[src/rtl/cpu_pkg.sv]
// Shared definitions for the accumulator CPU: address width, opcode encodings
// and the fetch-stage state type.
package cpu_pkg;

    localparam int ADDR_W = 8;

    // Short opcodes occupy IR[top:top-2]; long opcodes use the whole nibble.
    localparam logic [2:0] OP_STA = 3'b001;
    localparam logic [2:0] OP_LDA = 3'b010;
    localparam logic [2:0] OP_CLA = 3'b011;
    localparam logic [2:0] OP_COM = 3'b100;
    localparam logic [2:0] OP_JMP = 3'b101;
    localparam logic [3:0] OP_ADD = 4'b1000;
    localparam logic [3:0] OP_BAN = 4'b1100;
    localparam logic [3:0] OP_SHR = 4'b1101;
    localparam logic [3:0] OP_CSL = 4'b1110;
    localparam logic [3:0] OP_STP = 4'b1111;

    typedef enum logic [1:0] {
        BOOT  = 2'd0,
        FETCH = 2'd1,
        EXEC  = 2'd2,
        HALT  = 2'd3
    } fetch_state_t;

endpackage

[src/rtl/fetch_unit_if.sv]
// Instruction-memory read port: request/address out, ack/data back.
interface fetch_unit_if #(
    parameter int ADDR_W = cpu_pkg::ADDR_W
);

    logic              memReq;
    logic [ADDR_W-1:0] memAddr;
    logic              memAck;
    logic [ADDR_W+3:0] memRdata;

    modport master (
        output memReq,
        output memAddr,
        input  memAck,
        input  memRdata
    );

    modport slave (
        input  memReq,
        input  memAddr,
        output memAck,
        output memRdata
    );

endinterface

[src/rtl/ins_splitter.sv]
// Purely combinational split of an instruction word into its opcode views
// and operand address; shared with the disassembler monitor.
module ins_splitter #(
    parameter int ADDR_W = cpu_pkg::ADDR_W
) (
    input  logic [ADDR_W+3:0] ir,
    output logic              insMode,
    output logic [2:0]        insShort,
    output logic [3:0]        insLong,
    output logic [ADDR_W-1:0] opAddr
);

    assign insLong  = ir[ADDR_W+3:ADDR_W];
    assign insShort = ir[ADDR_W+3:ADDR_W+1];
    assign opAddr   = ir[ADDR_W-1:0];

    // Nibbles 1010/1011 are the short jmp, so a set top bit alone is not enough.
    assign insMode  = ir[ADDR_W+3] & (ir[ADDR_W+2:ADDR_W+1] != 2'b01);

endmodule

[src/rtl/fetch_unit.sv]
// Fetch/sequencing stage: owns PC and IR, fetches over the req/ack port and
// hands one decoded instruction at a time to the control unit.
module fetch_unit #(
    parameter int              ADDR_W   = cpu_pkg::ADDR_W,
    parameter logic [ADDR_W-1:0] RESET_PC = '0
) (
    input  logic              clk,
    input  logic              rstN,
    fetch_unit_if.master      mem,
    output logic              insMode,
    output logic [2:0]        insShort,
    output logic [3:0]        insLong,
    output logic [ADDR_W-1:0] opAddr,
    output logic              execValid,
    input  logic              exeReady,
    input  logic              pcWR,
    input  logic              stop,
    output logic              halted
);

    import cpu_pkg::*;

    fetch_state_t      state;
    fetch_state_t      state_next;
    logic [ADDR_W-1:0] pc;
    logic [ADDR_W+3:0] ir;
    logic              fetch_done;
    logic              exec_done;

    assign fetch_done = (state == FETCH) && mem.memAck;
    assign exec_done  = (state == EXEC) && exeReady;

    // NOTE: every variable assigned in always_comb gets a default first, so
    // no path through the case can leave it unassigned and infer a latch.
    always_comb begin
        state_next = state;
        unique case (state)
            BOOT:  state_next = FETCH;
            FETCH: if (fetch_done) state_next = EXEC;
            EXEC:  if (exec_done)  state_next = stop ? HALT : FETCH;
            HALT:  state_next = HALT;
            default: state_next = BOOT;
        endcase
    end

    // NOTE: reset here is synchronous, so rstN appears only inside the
    // clocked branch and never in the sensitivity list.
    always_ff @(posedge clk) begin
        if (!rstN) state <= BOOT;
        else       state <= state_next;
    end

    // NOTE: sequential state uses non-blocking assignments so every register
    // samples pre-edge values regardless of statement order.
    always_ff @(posedge clk) begin
        if (!rstN) begin
            pc <= RESET_PC;
            ir <= '0;
        end else if (fetch_done) begin
            ir <= mem.memRdata;
            pc <= pc + ADDR_W'(1);
        end else if (exec_done && !stop && pcWR) begin
            pc <= opAddr;
        end
    end

    // Outputs come only from registers, so no input reaches an output combinationally.
    assign mem.memReq  = (state == FETCH);
    assign mem.memAddr = pc;
    assign execValid   = (state == EXEC);
    assign halted      = (state == HALT);

    ins_splitter #(
        .ADDR_W (ADDR_W)
    ) u_ins_splitter (
        .ir       (ir),
        .insMode  (insMode),
        .insShort (insShort),
        .insLong  (insLong),
        .opAddr   (opAddr)
    );

endmodule
[src/flat_wrapper.sv]
// flat-port wrapper written by rule: the top's interface ports become plain ports
module fetch_unit_flat import cpu_pkg::*;
#(
    parameter int              ADDR_W   = cpu_pkg::ADDR_W,
    parameter logic [ADDR_W-1:0] RESET_PC = '0
)
  (clk, rstN, insMode, insShort, insLong, opAddr, execValid, exeReady, pcWR, stop, halted, mem_memReq, mem_memAddr, mem_memAck, mem_memRdata);
  fetch_unit_if #(.ADDR_W(ADDR_W)) mem_i ();
  input  logic clk;
  input  logic rstN;
  output logic insMode;
  output logic [2:0] insShort;
  output logic [3:0] insLong;
  output logic [ADDR_W-1:0] opAddr;
  output logic execValid;
  input  logic exeReady;
  input  logic pcWR;
  input  logic stop;
  output logic halted;
  output wire logic [$bits(mem_i.memReq)-1:0] mem_memReq;
  output wire logic [$bits(mem_i.memAddr)-1:0] mem_memAddr;
  input wire logic [$bits(mem_i.memAck)-1:0] mem_memAck;
  input wire logic [$bits(mem_i.memRdata)-1:0] mem_memRdata;
  assign mem_memReq = mem_i.memReq;
  assign mem_memAddr = mem_i.memAddr;
  assign mem_i.memAck = mem_memAck;
  assign mem_i.memRdata = mem_memRdata;
  fetch_unit #(.ADDR_W(ADDR_W), .RESET_PC(RESET_PC)) u_core (.clk(clk), .rstN(rstN), .mem(mem_i), .insMode(insMode), .insShort(insShort), .insLong(insLong), .opAddr(opAddr), .execValid(execValid), .exeReady(exeReady), .pcWR(pcWR), .stop(stop), .halted(halted));
endmodule
[config.mk]
export PLATFORM = sky130hd
export DESIGN_NAME = fetch_unit_flat
export DESIGN_NICKNAME = d
export VERILOG_FILES = /design/src/rtl/cpu_pkg.sv /design/src/rtl/fetch_unit_if.sv /design/src/rtl/ins_splitter.sv /design/src/rtl/fetch_unit.sv /design/src/flat_wrapper.sv
export SDC_FILE = /design/constraint.sdc
export NUM_CORES = 1
export LEC_CHECK = 0
export ABC_AREA = 1
export CORE_ASPECT_RATIO = 0.9
export CORE_MARGIN = 5
export CORE_UTILIZATION = 36
export DETAILED_ROUTE_END_ITERATION = 12
export PLACE_DENSITY = 0.69
export SLEW_MARGIN = 30
export SYNTH_ARGS = -nofsm -noshare
export SYNTH_HDL_FRONTEND = slang
export SYNTH_SLANG_ARGS = --single-unit
export TNS_END_PERCENT = 20
[constraint.sdc]
create_clock -name clk -period 1.2 [get_ports clk]
set_clock_uncertainty 0.05 [all_clocks]
set_input_delay 0.18 -clock clk [delete_from_list [all_inputs] [get_ports clk]]
set_output_delay 0.18 -clock clk [all_outputs]
set_load 0.05 [all_outputs]
### Yosys cells after proc, flatten, opt, wreduce, memory -nomap -nowiden

Cells that the tools add are included.
W data, S select, Z words.

* bits of input ports: 18
* logic and storage cells: 25
* bits in registers: 22
* output and inout bits: 27

* equality and inequality tests: 6
* bitwise logic cells: 1
* multiplexer cells: 6
* add/subtract/negate cells: 1
* reductions and logical operators: 8

Operator list (number)
* $mux W8: 2
* $add A8 B1 Y8 const B: 1
* $pmux W2 S4: 1
* $mux W2: 3
* $ne A2 B1 Y1 const B: 3
* $eq A2 B2 Y1 const B: 2
* $logic_and A1 B1 Y1: 4
* $eq A2 B1 Y1 const B: 1
* $logic_not A2 Y1: 1
* $reduce_and A2 Y1: 1
* $reduce_bool A2 Y1: 1
* $and A1 B1 Y1: 1
* $logic_not A1 Y1: 1

### Depth between registers and ports, before layout

Gate-level depths: netlist of the first run.

* word-level depth: 6
* gate-level depth with buffers: 9
* mapped depth without buffers: 8

### Modules after synthesis

Synthesis of the first run repeated with hierarchy kept, for this count alone.

* cells, all modules: 178
* area, all modules: 1196.1 µm²

Modules (own cells, without submodules)
* fetch_unit: sequential area each 440.4 µm², cells an instance 160, area an instance 1067.3 µm², instances 1
* ins_splitter: sequential area each 0.0 µm², cells an instance 18, area an instance 128.9 µm², instances 1

### Worst setup path before layout of the first run

OpenSTA, ideal clock, no wires.

* kind: reg-to-reg
* from: register u_core.state[1]
* to: register u_core.pc[3] (netlist: u_core.mem.memAddr[3])
* setup time: 118 ps
* cell stages (with the launch flop): 8
* arrival time: 1660 ps
* buffers on the path: 0
* path slack: -628 ps
* period minus slack after synthesis: 1828 ps
* required time: 1032 ps
* cells stage by stage: dfxtp_1 > inv_2 > nor2_1 > nand3_2 > nand2_2 > nand2_1 > a21oi_1 > nor2_1

* cells in the longest elaborated chain, start to end: 5
* elaborated cells between the ends (all ways): 8
* those cells by class: 2 x eq/ne; 1 x mux; 5 x reduce/logical

Ends and longest elaborated chain
* from (decl): RTL line fetch_unit.sv:23 `fetch_state_t state;`
* from (signal assigned): RTL line fetch_unit.sv:50 `else state <= state_next;`
* $eq A2 B2 Y1
* named net execValid: RTL line flat_wrapper.sv:15 `output logic execValid;`
* $logic_and A1 B1 Y1: RTL line fetch_unit.sv:31 `assign exec_done = (state == EXEC) && exeReady;`
* $logic_and A1 B1 Y1 (2 in a row): RTL line fetch_unit.sv:62 `end else if (exec_done && !stop && pcWR) begin`
* $reduce_bool A2 Y1 (no source line)
* to (signal assigned): RTL line fetch_unit.sv:61 `pc <= pc + ADDR_W'(1);`
* to (signal assigned): RTL line fetch_unit.sv:63 `pc <= opAddr;`
* to (decl): RTL line fetch_unit.sv:25 `logic [ADDR_W-1:0] pc;`

The timed path passes the listed nets, and every way through them passes these cells.
A chain may end at the register's enable or synchronous reset.

### Worst setup path after layout of the first run

* from: register u_core.state[0]
* to: output port halted

* cells in the longest elaborated chain, start to end: 1

Ends and longest elaborated chain
* $eq A2 B2 Y1: RTL line fetch_unit.sv:71 `assign halted = (state == HALT);`
* to (decl): RTL line flat_wrapper.sv:19 `output logic halted;`

No other way between the ends.

==> results of run 1 <==
-- layout make-up --
| type | count | area [sq um] |
|---|---|---|
| timing repair buffer | 64 | 890.9 |
| fill | 208 | 721.9 |
| tap | 40 | 50.05 |
| sequential | 22 | 471.7 |
| clock buffer | 4 | 26.28 |
| inverter | 22 | 87.58 |
| multi-input combinational | 107 | 566.8 |
-- layer usage --
layer  track usage, %  wire, um  up-vias
li1                 -         -      628
met3            5.396       187       10
met5                0         0        -
met1            20.18      1387      560
met4            5.707        78        0
met2            25.88      1617       48
-- critical path: stages, from the launching register on --
cell and delay, ns:
dfxtp_4 0.41, buf_6 0.11, nand2_1 0.05, inv_2 0.06, buf_12 0.13
-- registers in the layout, indices dropped and copies added, names as in the netlist --
| register | flops |
|---|---|
| u_core.ir | 12 |
| u_core.mem.memAddr | 8 |
| u_core.state | 2 |
-- through the flow --
step	instance area [sq um]	setup WS [ns]
4_1_cts	2053	-0.09295
6_report	2093	-0.08619
2_1_floorplan	1122	-0.1180
3_5_place_dp	1964	-0.3056
3_3_place_gp	1964	-0.2581
5_1_grt	2093	-0.1522
-- cells in the final DEF (no fill, tap or decap), drive strengths merged --
cell type / count
o211ai: 1
o21bai: 2
nor3: 2
inv: 22
nand3: 16
ha: 1
nand2: 47
dfxtp: 22
xnor2: 1
a21oi: 18
buf: 47
nand3b: 1
clkbuf: 4
o21ai: 6
nor2: 11
clkdlybuf4s50: 17
a31oi: 1
-- power groups by stage --
stage	Clock [mW]	Combinational, mW	Sequential (mW)
floorplan	0	0.195	0.913
global placement	0	0.604	0.828
detailed placement	0	0.613	0.830
CTS	0.359	0.646	0.806
global route	0.393	0.692	0.816
finish	0.346	0.655	0.810
-- what timing repair did --
item / CTS / global route
pin swaps: 2 / 7
buffers inserted: 3 / 0
gates resized for setup: 18 / 12
setup endpoints to repair: 23 / 29
-- worst max-delay path by stage --
| stage | slack [ns] | endpoint | start |
|---|---|---|---|
| after CTS | -0.09 | halted | u_core.state[0] |
| after global placement | -0.26 | u_core.mem.memAddr[4] | exeReady |
| after global routing | -0.15 | halted | u_core.state[0] |
| final | -0.09 | halted | u_core.state[0] |
| after detailed placement | -0.31 | u_core.mem.memAddr[4] | exeReady |
| after floorplan | -0.12 | u_core.mem.memAddr[3] | u_core.state[1] |
-- cell families after synthesis --
logic type | after synthesis
xor+xnor | 1
compound gates | 28
simple gates | 77
fa+ha+maj | 1
flops | 22
buf+inv | 29
==> summary.txt, run 1 <==
Logic synthesis
  • Main area contributors after synthesis: dfxtp_1, nand2_1, a21oi_1
  • Sequential element share of the synthesized area: 40.55%
  • Post-Synth XOR/XNOR Area: 0.8065%
  • Post-synthesis compound-gate area fraction: roughly 14%
  • Post-synthesis average cell area: 6.874 sq um
  • Cell taking the most area after synthesis: dfxtp_1
  • Mapped cell area: 1086 sq um
  • Count leader, synth: nand2_1
  • Number of register bits inferred by synthesis: 22
  • Async S/R FF share, synth: 0%
  • Largest family of logic cells by synthesized area: simple AND/OR/NAND/NOR gates
  • Count of flip-flops with a built-in enable after synthesis: 0
  • Synth top cells by count: nand2_1, dfxtp_1, inv_1
  • Count of mapped cells out of synthesis: 158
  • Count of yosys warnings during synthesis: 0
  • Multiplexer share of the synthesized area: 0%
  • Top_reg_cell synth: dfxtp_1
  • Yosys top cell area share: 40.55%
  • Simple-gate share of the synthesized area: 31.11%
  • Count of distinct cell types in the synthesized netlist: 25
  • Mapped Nets: 177
  • Adder and majority gate portion of the synthesized area: between 1 and 1.5%

Setup path
  • Required arrival time at the worst endpoint: 0.97 ns
  • Reg2Reg Depth: 7
  • Worst reg2reg path startpoint: u_core.mem.memAddr[1]
  • CP Max Fanout: 5
  • R2r setup slk: -0.03 ns
  • Endpoint type of the worst setup path: primary output
  • Destination of the worst register-to-register timing path: u_core.mem.memAddr[7]
  • Arrival time at the worst endpoint: 1.06 ns
  • Critical path type: reg2out
  • Crit path launch type: flop

Detailed routing
  • Average vias per placed instance: 4.811
  • Post-detailed-route wirelength per cell: 12.63 um
  • Remaining antenna violation count: 0
  • Iter 0 DRT Violations: 50
  • Final wirelength: 3.270 mm
  • DR DRC count: 0
  • Via Count: about 1200
  • Number of iterations in the first detailed-routing pass: 5

Die
  • Overall die area: 4217 sq um
  • Core area: approximately 2800 sq um
  • Initial Util: between 30% and 40%
  • Row Count: 18
  • Die span in y: 62.11 um
  • Width of the die: 67.90 um
  • I/O pin total: between 40 and 50

Place
  • HPWL after detailed placement: 2.439 mm
  • Placer Congestion: approximately 0.85
  • Cell Count Post-Placement: 253
  • Count of input and output buffers: 44

Power
  • Share of total power in combinational logic: a little over a third
  • Register share of total power: 44.7%
  • Static leakage: 0.8817 nW
  • Internal portion of total power: roughly 1.2 mW
  • Power density normalized to cell area: 865.2 nW/um^2
  • Overall power consumption: 1.811 mW
  • Power dissipated by switching net loads: just under 600 uW
  • Switching part of the total power: roughly 33%
  • Worst supply voltage drop on vdd: around 660 uV
  • Clk pwr share: 19.1%

Timing
  • Setup repair after global routing missed its margin: true
  • Tightest slew margin relative to the limit: a little under 90%
  • Number of endpoints failing setup at the final stage: 6
  • Portion of the clock cycle consumed by the worst path in the final layout: 107.2%
  • Min Tclk post-route: approximately 1.3 ns
  • Worst-Margin Slew: 0.1840 ns
  • Achievable clock frequency: 777.5 MHz
  • Min setup slack post-route: -0.08619 ns
  • Number of hold-slack violations in the final timing report: 0
  • Final max-slew violation count: 0
  • Worst hold margin: 0.3541 ns
  • Total negative slack for setup checks: -0.3011 ns

Clock tree
  • TritonCTS clock tree: yes
  • Hold buffer count at cts: 0
  • Clock Pin Slew Worst Setup and Hold Paths: 0.12 ns
  • Bufs on Longest Clock Path: 2
  • Clk Tree Root Cell: clkbuf_4
  • H-tree level count: 1
  • Number of clock sinks seen by CTS: 22
  • Clock latency of the later-clocked register in the worst-skew pair: 0.31 ns
  • Number of buffers created by CTS: 3

Finish
  • End-of-flow core utilization: 74.36%
  • Layout cells sized above 1: 37.90%
  • Antenna Diode Count: 0
  • Number of standard cells in the final layout excluding fillers: ~260
  • Area added between synthesis and finish: 92.74%
  • Number of nets at the end of the flow: 239

Min path
  • End of the worst hold path: u_core.ir[9]
  • Hold Crit Depth: 3
  • Hold Crit Class: in2reg
  • Hold Path Origin: mem_memRdata[9]

Global route
  • Number of antenna violations at the first check in global routing: 0
  • Vias in the first global route: 1208
  • First-pass GRT wire length: 5.395 mm
  • Pin count of the biggest net entering global routing: 13
  • Overall fraction of global-route tracks in use: 16.27%
  • Global route overflow: 0

Outcome
  • Status: finished with violations
  • Violations in the final reports: negative setup slack

Flow run
  • Number of maximum-capacitance constraint violations: 0
Power figures use the tool's default switching activity.
==> run 2, diff against run 1 <==
--- a/config.mk
+++ b/config.mk
@@ -7,7 +7,6 @@
 export LEC_CHECK = 0
 export ABC_AREA = 1
 export CORE_ASPECT_RATIO = 0.9
-export CORE_MARGIN = 5
 export CORE_UTILIZATION = 36
 export DETAILED_ROUTE_END_ITERATION = 12
 export PLACE_DENSITY = 0.69
==> run 2 against run 1 <==
Compared with the run above:
- the flow still finishes with violations (negative setup slack)
- combinational power rose by 1%
- clock-buffer cell count did not move
- global-route usage grew 7.4 points
- worst hold slack gained 0.0033 ns
- first-iteration DRC count fell by 20%
- setup slack got worse by 0.034 ns
- core utilization rose by 0.31 points
- critical path depth decreased by 1
- cell count grew 0.77%
- sequential cell count stayed put
- sequential share of layout area down 0.27 points
- via count increased by 3.4%
==> summary.txt, run 2 (synthesis results as in run 1) <==
Timing
  • Tightest slew margin relative to the limit: 83.43% (-4.2 points)
  • Worst hold margin: 0.3574 ns (+0.003322 ns)
  • Min setup slack post-route: -0.1198 ns (-0.03356 ns)
  • Worst-Margin Slew: 0.2460 ns (+0.06202 ns)
  • Portion of the clock cycle consumed by the worst path in the final layout: 110.0% (+2.8 points)
  • Number of hold-slack violations in the final timing report: 0 (unchanged)
  • Number of endpoints failing setup at the final stage: 21 (+15)
  • Setup repair after global routing missed its margin: true
  • Achievable clock frequency: 757.7 MHz (-2.5%)
  • Final max-slew violation count: 0 (unchanged)
  • Min Tclk post-route: 1.320 ns (+0.03356 ns)

Global route
  • Vias in the first global route: 1252 (+3.6%)
  • Overall fraction of global-route tracks in use: 23.62% (+7.4 points)
  • Global route overflow: 0 (unchanged)
  • Pin count of the biggest net entering global routing: 13 (unchanged)
  • First-pass GRT wire length: 5.644 mm (+4.6%)
  • Number of antenna violations at the first check in global routing: 0 (unchanged)

Clock tree
  • H-tree level count: 1 (unchanged)
  • Clock latency of the later-clocked register in the worst-skew pair: 0.31 ns (about the same)
  • Clock Pin Slew Worst Setup and Hold Paths: 0.12 ns (about the same)
  • Number of buffers created by CTS: 3 (unchanged)
  • Number of clock sinks seen by CTS: 22 (unchanged)
  • TritonCTS clock tree: yes
  • Clk Tree Root Cell: clkbuf_4
  • Bufs on Longest Clock Path: 2 (unchanged)

Power
  • Internal portion of total power: 1.277 mW (+4.6%)
  • Clk pwr share: 21.8% (+2.7 points)
  • Static leakage: 0.8930 nW (+1.3%)
  • Worst supply voltage drop on vdd: 887.5 uV (+34%)
  • Overall power consumption: 1.881 mW (+3.8%)
  • Power density normalized to cell area: 894.7 nW/um^2 (+3.4%)
  • Switching part of the total power: 32.08% (-0.51 points)
  • Share of total power in combinational logic: 35.2% (-1.0 points)
  • Power dissipated by switching net loads: 603.3 uW (+2.2%)
  • Register share of total power: 43.0% (-1.7 points)

Finish
  • Most common cell after layout, fill and taps aside: nand2_1
  • Flip-flop count of the largest register after layout: 12 (unchanged)
  • Antenna Diode Count: 0 (unchanged)
  • Layout cells sized above 1: 38.01% (+0.11 points)
  • Leading cell types in the layout, fill and taps excluded: nand2_1, buf_12, clkdlybuf4s50_1
  • Register ranked first by flip-flop count: u_core.ir
  • Area added between synthesis and finish: 93.55%
  • Number of standard cells in the final layout excluding fillers: 261 (+0.77%)
  • Final std cell area, no fill: 2102 sq um (+0.42%)
  • Number of nets at the end of the flow: 241 (+0.84%)

Setup path
  • Required arrival time at the worst endpoint: 0.97 ns (about the same)
  • CP Max Fanout: 3 (-2)
  • Arrival time at the worst endpoint: 1.09 ns (+0.03 ns)
  • Family with the most delay on the worst path: flip-flops
  • Critical path's slowest cell: dfxtp_4
  • Destination of the worst register-to-register timing path: u_core.mem.memAddr[4]
  • Crit path launch type: flop
  • Destination of the critical timing path: insMode
  • Maximum cell stage delay along the critical path: 0.40 ns (about the same)
  • Critical path type: reg2out
  • Crit path depth: 3 (-1)
  • Worst path bufs/invs: 2 (-1)
  • Source of the critical timing path: u_core.ir[11]
  • Worst reg2reg path startpoint: u_core.state[0]
  • R2r setup slk: -0.08 ns (-0.05 ns)
  • Cells along the critical path: inv_1 -> a21oi_4 -> buf_12
  • Reg2Reg Depth: 8 (+1)
  • Endpoint type of the worst setup path: primary output

Die
  • Core area: 2815 sq um (unchanged)
  • I/O pin total: 45 (unchanged)
  • Overall die area: 3241 sq um (-23%)
  • Width of the die: 59.90 um (-12%)
  • Initial Util: 38.58% (unchanged)
  • Die span in y: 54.11 um (-13%)
  • Row Count: 18 (unchanged)

Detailed routing
  • DR DRC count: 0 (unchanged)
  • Remaining antenna violation count: 0 (unchanged)
  • Number of iterations in the first detailed-routing pass: 4 (-1)
  • Via Count: 1288 (+3.4%)
  • Average vias per placed instance: 4.935 (+2.6%)
  • Final wirelength: 3.417 mm (+4.5%)
  • Post-detailed-route wirelength per cell: 13.09 um (+3.7%)
  • Iter 0 DRT Violations: 40 (-20%)

Place
  • Cell Count Post-Placement: 254 (+0.40%)
  • Pre-CTS setup slack: -0.3178 ns (-0.01215 ns)
  • Count of input and output buffers: 44 (unchanged)
  • Placer Congestion: 0.8416 (-0.71%)
  • HPWL after detailed placement: 2.435 mm (-0.16%)
  • Area after detailed placement: 1972 sq um (+0.38%)

Outcome
  • Status: finished with violations
  • Violations in the final reports: negative setup slack

Min path
  • Hold Crit Class: in2reg

Flow run
  • Number of maximum-capacitance constraint violations: 0 (unchanged)
[run 2: worst min-delay path by stage]
stage	from	to	slack [ns]	cells past startpoint
CTS	mem_memRdata[4]	u_core.ir[4]	0.36	3
detailed placement	u_core.ir[8]	u_core.ir[8]	0.45	2
floorplan	rstN	u_core.mem.memAddr[6]	0.22	2
finish	mem_memRdata[6]	u_core.ir[6]	0.36	3
global placement	u_core.ir[8]	u_core.ir[8]	0.44	2
global route	mem_memRdata[0]	u_core.ir[0]	0.33	3
[run 2: stage by stage]
stage	util [%]	setup TNS (ns)
floorplan	-	-0.4195
global placement	70.04	-4.225
detailed placement	70.04	-4.784
CTS	73.20	-0.8028
global route	74.67	-3.298
finish	74.67	-1.156
[run 2: routing by layer]
layer  track usage [%]  routed length [um]  up-vias
li1                  -                   -      629
met1             27.39                1341      583
met2             42.04                1756       64
met3             6.010                 206       12
met4             8.527                 112        0
met5                 0                   0        -
[run 2: power groups by stage]
stage / sequential [mW] / clock, mW / combinational, mW
final: 0.808 / 0.410 / 0.662
after global placement: 0.824 / 0 / 0.610
after CTS: 0.808 / 0.413 / 0.639
after global routing: 0.813 / 0.444 / 0.698
after detailed placement: 0.826 / 0 / 0.618
after floorplan: 0.913 / 0 / 0.195
[run 2: worst min-delay path: cells and delay by family]
family                 cells  cell delay, ns
AO/OA/AOI/OAI              1            0.05
buffers and inverters      1            0.39
AND/OR/NAND/NOR            1            0.06
[run 2: repair_timing]
item                                    4_1_cts  5_1_grt
gates resized for setup                      15       10
endpoints found under the setup margin       14       28
hold buffers                                  0        0
cloned                                        0        0
pin swaps                                     1        1
setup buffers                                 2        1
[run 2: layout make-up]
cell class | instances | area, sq um
fill | 215 | 713.2
sequential | 22 | 467.9
tap | 40 | 50.05
inverter | 22 | 83.83
clock buffer | 4 | 36.28
timing repair buffer | 66 | 898.4
multi-input combinational | 107 | 565.5
==> run 3, diff against run 2 <==
--- a/config.mk
+++ b/config.mk
@@ -5,11 +5,10 @@
 export SDC_FILE = /design/constraint.sdc
 export NUM_CORES = 1
 export LEC_CHECK = 0
-export ABC_AREA = 1
 export CORE_ASPECT_RATIO = 0.9
 export CORE_UTILIZATION = 36
 export DETAILED_ROUTE_END_ITERATION = 12
-export PLACE_DENSITY = 0.69
+export PLACE_DENSITY = 0.7
 export SLEW_MARGIN = 30
 export SYNTH_ARGS = -nofsm -noshare
 export SYNTH_HDL_FRONTEND = slang
==> run 3 against run 2 <==
Compared with the run above:
- the run still ends with negative setup slack left
- synthesized cell count fell by 19%
- core utilization rose by 10 points
- area after synthesis is 5.6% lower
- clock-buffer cell count fell by 1
- critical path depth did not move
- power increased by 5.4%
- largest cell class unchanged
==> summary.txt, run 3 <==
Logic synthesis
  • Synth top cells by count: nand2_1, dfxtp_1, a21oi_1
  • Count of mapped cells out of synthesis: 128 (-19%)
  • Yosys top cell area share: 42.98% (+2.4 points)
  • Cell taking the most area after synthesis: dfxtp_1
  • Mapped cell area: 1025 sq um (-5.6%)
  • Post-synthesis average cell area: 8.006 sq um (+16%)
  • Count of distinct cell types in the synthesized netlist: 33 (+32%)
  • Number of register bits inferred by synthesis: 22 (unchanged)
  • Top_reg_cell synth: dfxtp_1
  • Count of flip-flops with a built-in enable after synthesis: 0 (unchanged)
  • Count leader, synth: nand2_1
  • Async S/R FF share, synth: 0% (unchanged)
  • Count of yosys warnings during synthesis: 0 (unchanged)
  • Mapped Nets: 147 (-17%)
  • Main area contributors after synthesis: dfxtp_1, nand2_1, a21oi_1
  • Sequential element share of the synthesized area: 42.98% (+2.4 points)

Detailed routing
  • Final wirelength: 3.418 mm (about the same)
  • Iter 0 DRT Violations: 26 (-35%)
  • Number of iterations in the first detailed-routing pass: 4 (unchanged)
  • Remaining antenna violation count: 0 (unchanged)
  • DR DRC count: 0 (unchanged)
  • Average vias per placed instance: 5.142 (+4.2%)
  • Via Count: 1198 (-7.0%)
  • Post-detailed-route wirelength per cell: 14.67 um (+12%)

Global route
  • Vias in the first global route: 1126 (-10%)
  • First-pass GRT wire length: 5.099 mm (-9.7%)
  • Global route overflow: 0 (unchanged)
  • Pin count of the biggest net entering global routing: 14 (+1)
  • Overall fraction of global-route tracks in use: 22.54% (-1.1 points)
  • Number of antenna violations at the first check in global routing: 0 (unchanged)

Clock tree
  • TritonCTS clock tree: yes
  • Hold buffer count at cts: 0 (unchanged)
  • Number of clock sinks seen by CTS: 22 (unchanged)
  • H-tree level count: 1 (unchanged)
  • Clock Pin Slew Worst Setup and Hold Paths: 0.12 ns (about the same)
  • Clk Tree Root Cell: clkbuf_4
  • Clock latency of the later-clocked register in the worst-skew pair: 0.32 ns (about the same)
  • Bufs on Longest Clock Path: 2 (unchanged)
  • Number of buffers created by CTS: 3 (unchanged)

Power
  • Static leakage: 0.8661 nW (-3.0%)
  • Power density normalized to cell area: 909.5 nW/um^2 (+1.7%)
  • Worst supply voltage drop on vdd: 830.9 uV (-6.4%)

Setup path
  • Critical path type: reg2out
  • Crit path launch type: flop
  • Endpoint type of the worst setup path: primary output
  • Worst reg2reg path startpoint: u_core.state[1]
  • Arrival time at the worst endpoint: 1.13 ns (+0.04 ns)
  • CP Max Fanout: 5 (+2)
  • Required arrival time at the worst endpoint: 0.97 ns (about the same)
  • Reg2Reg Depth: 5 (-3)
  • R2r setup slk: -0.12 ns (-0.04 ns)
  • Destination of the worst register-to-register timing path: u_core.mem.memAddr[5]

Finish
  • Number of nets at the end of the flow: 215 (-11%)
  • Layout cells sized above 1: 50.77% (+13 points)
  • Multi-input logic area: 623.1 sq um (+10%)
  • Flip-flop count of the largest register after layout: 12 (unchanged)
  • Register Area: 465.4 sq um (-0.53%)
  • Leading cell types in the layout, fill and taps excluded: nand2_1, buf_12, clkdlybuf4s50_1
  • Antenna Diode Count: 0 (unchanged)
  • Register ranked first by flip-flop count: u_core.ir
  • Area added between synthesis and finish: 112.7%
  • Number of fillers in the final layout: 137 (-36%)

Die
  • I/O pin total: 45 (unchanged)
  • Width of the die: 58.24 um (-2.8%)
  • Row Count: 17 (-1)
  • Overall die area: 3064 sq um (-5.4%)
  • Core area: 2574 sq um (-8.6%)
  • Die span in y: 52.62 um (-2.8%)
  • Initial Util: 39.82% (+1.2 points)

Place
  • HPWL after detailed placement: 2.356 mm (-3.2%)
  • Placer Congestion: 0.8789 (+4.4%)
  • Count of input and output buffers: 44 (unchanged)
  • Pre-CTS setup slack: -0.4334 ns (-0.1157 ns)

Timing
  • Number of hold-slack violations in the final timing report: 0 (unchanged)
  • Final max-slew violation count: 0 (unchanged)
  • Setup repair after global routing missed its margin: true
  • Worst-Margin Slew: 0.2714 ns (+0.02540 ns)
  • Min setup slack post-route: -0.1607 ns (-0.04099 ns)
  • Tightest slew margin relative to the limit: 81.86% (-1.6 points)
  • Portion of the clock cycle consumed by the worst path in the final layout: 113.4% (+3.4 points)
  • Total negative slack for setup checks: -1.449 ns (-0.2926 ns)
  • Number of endpoints failing setup at the final stage: 23 (+9.5%)
  • Min Tclk post-route: 1.361 ns (+0.04099 ns)
  • Achievable clock frequency: 734.9 MHz (-3.0%)

Flow run
  • Number of maximum-capacitance constraint violations: 0 (unchanged)

Outcome
  • Violations in the final reports: negative setup slack
  • Status: finished with violations

Min path
  • End of the worst hold path: u_core.state[1]
  • Hold Crit Class: in2reg
  • Hold Path Origin: stop
  • Hold Crit Depth: 3 (unchanged)
-- run 3: routing by layer --
layer	share of wire (%)	routed length, um	GRT usage (%)	vias to the layer above
li1	-	-	-	581
met5	0	0	0	-
met3	4.8	165	5.679	8
met2	51	1754	39.85	40
met1	42	1430	25.93	569
met4	2.0	69	9.127	0
-- run 3: worst max-delay path by stage --
| stage | startpoint | to | slack (ns) | cells after the start |
|---|---|---|---|---|
| floorplan | u_core.state[1] | u_core.mem.memAddr[6] | -0.27 | 5 |
| global placement | stop | u_core.mem.memAddr[6] | -0.38 | 5 |
| detailed placement | stop | u_core.mem.memAddr[6] | -0.43 | 5 |
| CTS | u_core.state[1] | execValid | -0.15 | 3 |
| global route | u_core.state[1] | execValid | -0.21 | 3 |
| finish | u_core.state[1] | execValid | -0.16 | 3 |
-- run 3: final cells by class --
| type | instances | share of cell area [%] |
|---|---|---|
| repair buffers | 73 | 44.95 |
| multi-input cells | 93 | 28.59 |
| flip-flops and latches | 22 | 21.35 |
| well taps | 38 | 2.181 |
| clock inverters | 1 | 1.378 |
| clock buffers | 3 | 1.033 |
| inverters | 3 | 0.5166 |
-- run 3: logic make-up after synthesis --
| logic type | after synthesis | share of synthesized area (%) |
|---|---|---|
| AND/OR/NAND/NOR | 56 | 26.98 |
| AO/OA/AOI/OAI | 34 | 19.54 |
| flip-flops | 22 | 42.98 |
| buffers and inverters | 13 | 7.326 |
| multiplexers | 2 | 1.954 |
| adder cells (fa/ha/maj) | 1 | 1.221 |
-- run 3: metrics by stage --
step / utilization (%) / power, mW / cells / instance area, sq um / hold slack, ns
floorplan: - / 1.057 / 128 / 1049 / 0.2476
global placement: 75.60 / 1.362 / 227 / 1946 / 0.4332
detailed placement: 75.60 / 1.374 / 227 / 1946 / 0.4437
CTS: 79.63 / 1.947 / 231 / 2049 / 0.2916
global route: 84.69 / 2.055 / 233 / 2180 / 0.3031
finish: 84.69 / 1.982 / 233 / 2180 / 0.2937
-- run 3: power by group --
part | total (mW) | internal, mW | switching [mW]
clock | 0.573 | 0.338 | 0.235
combinational | 0.605 | 0.311 | 0.293
sequential | 0.805 | 0.763 | 0.0419
total | 1.98 | 1.41 | 0.571
-- run 3: what timing repair did --
action                     in CTS  in global routing
gates resized for setup        17                 32
pin swaps                       5                 12
setup endpoints to repair      27                 37
buffers inserted                0                  2
-- run 3: critical path, stage by stage (launching register included) --
cell	delay, ns
dfxtp_4	0.39
nor2b_4	0.19
buf_6	0.12
buf_12	0.12
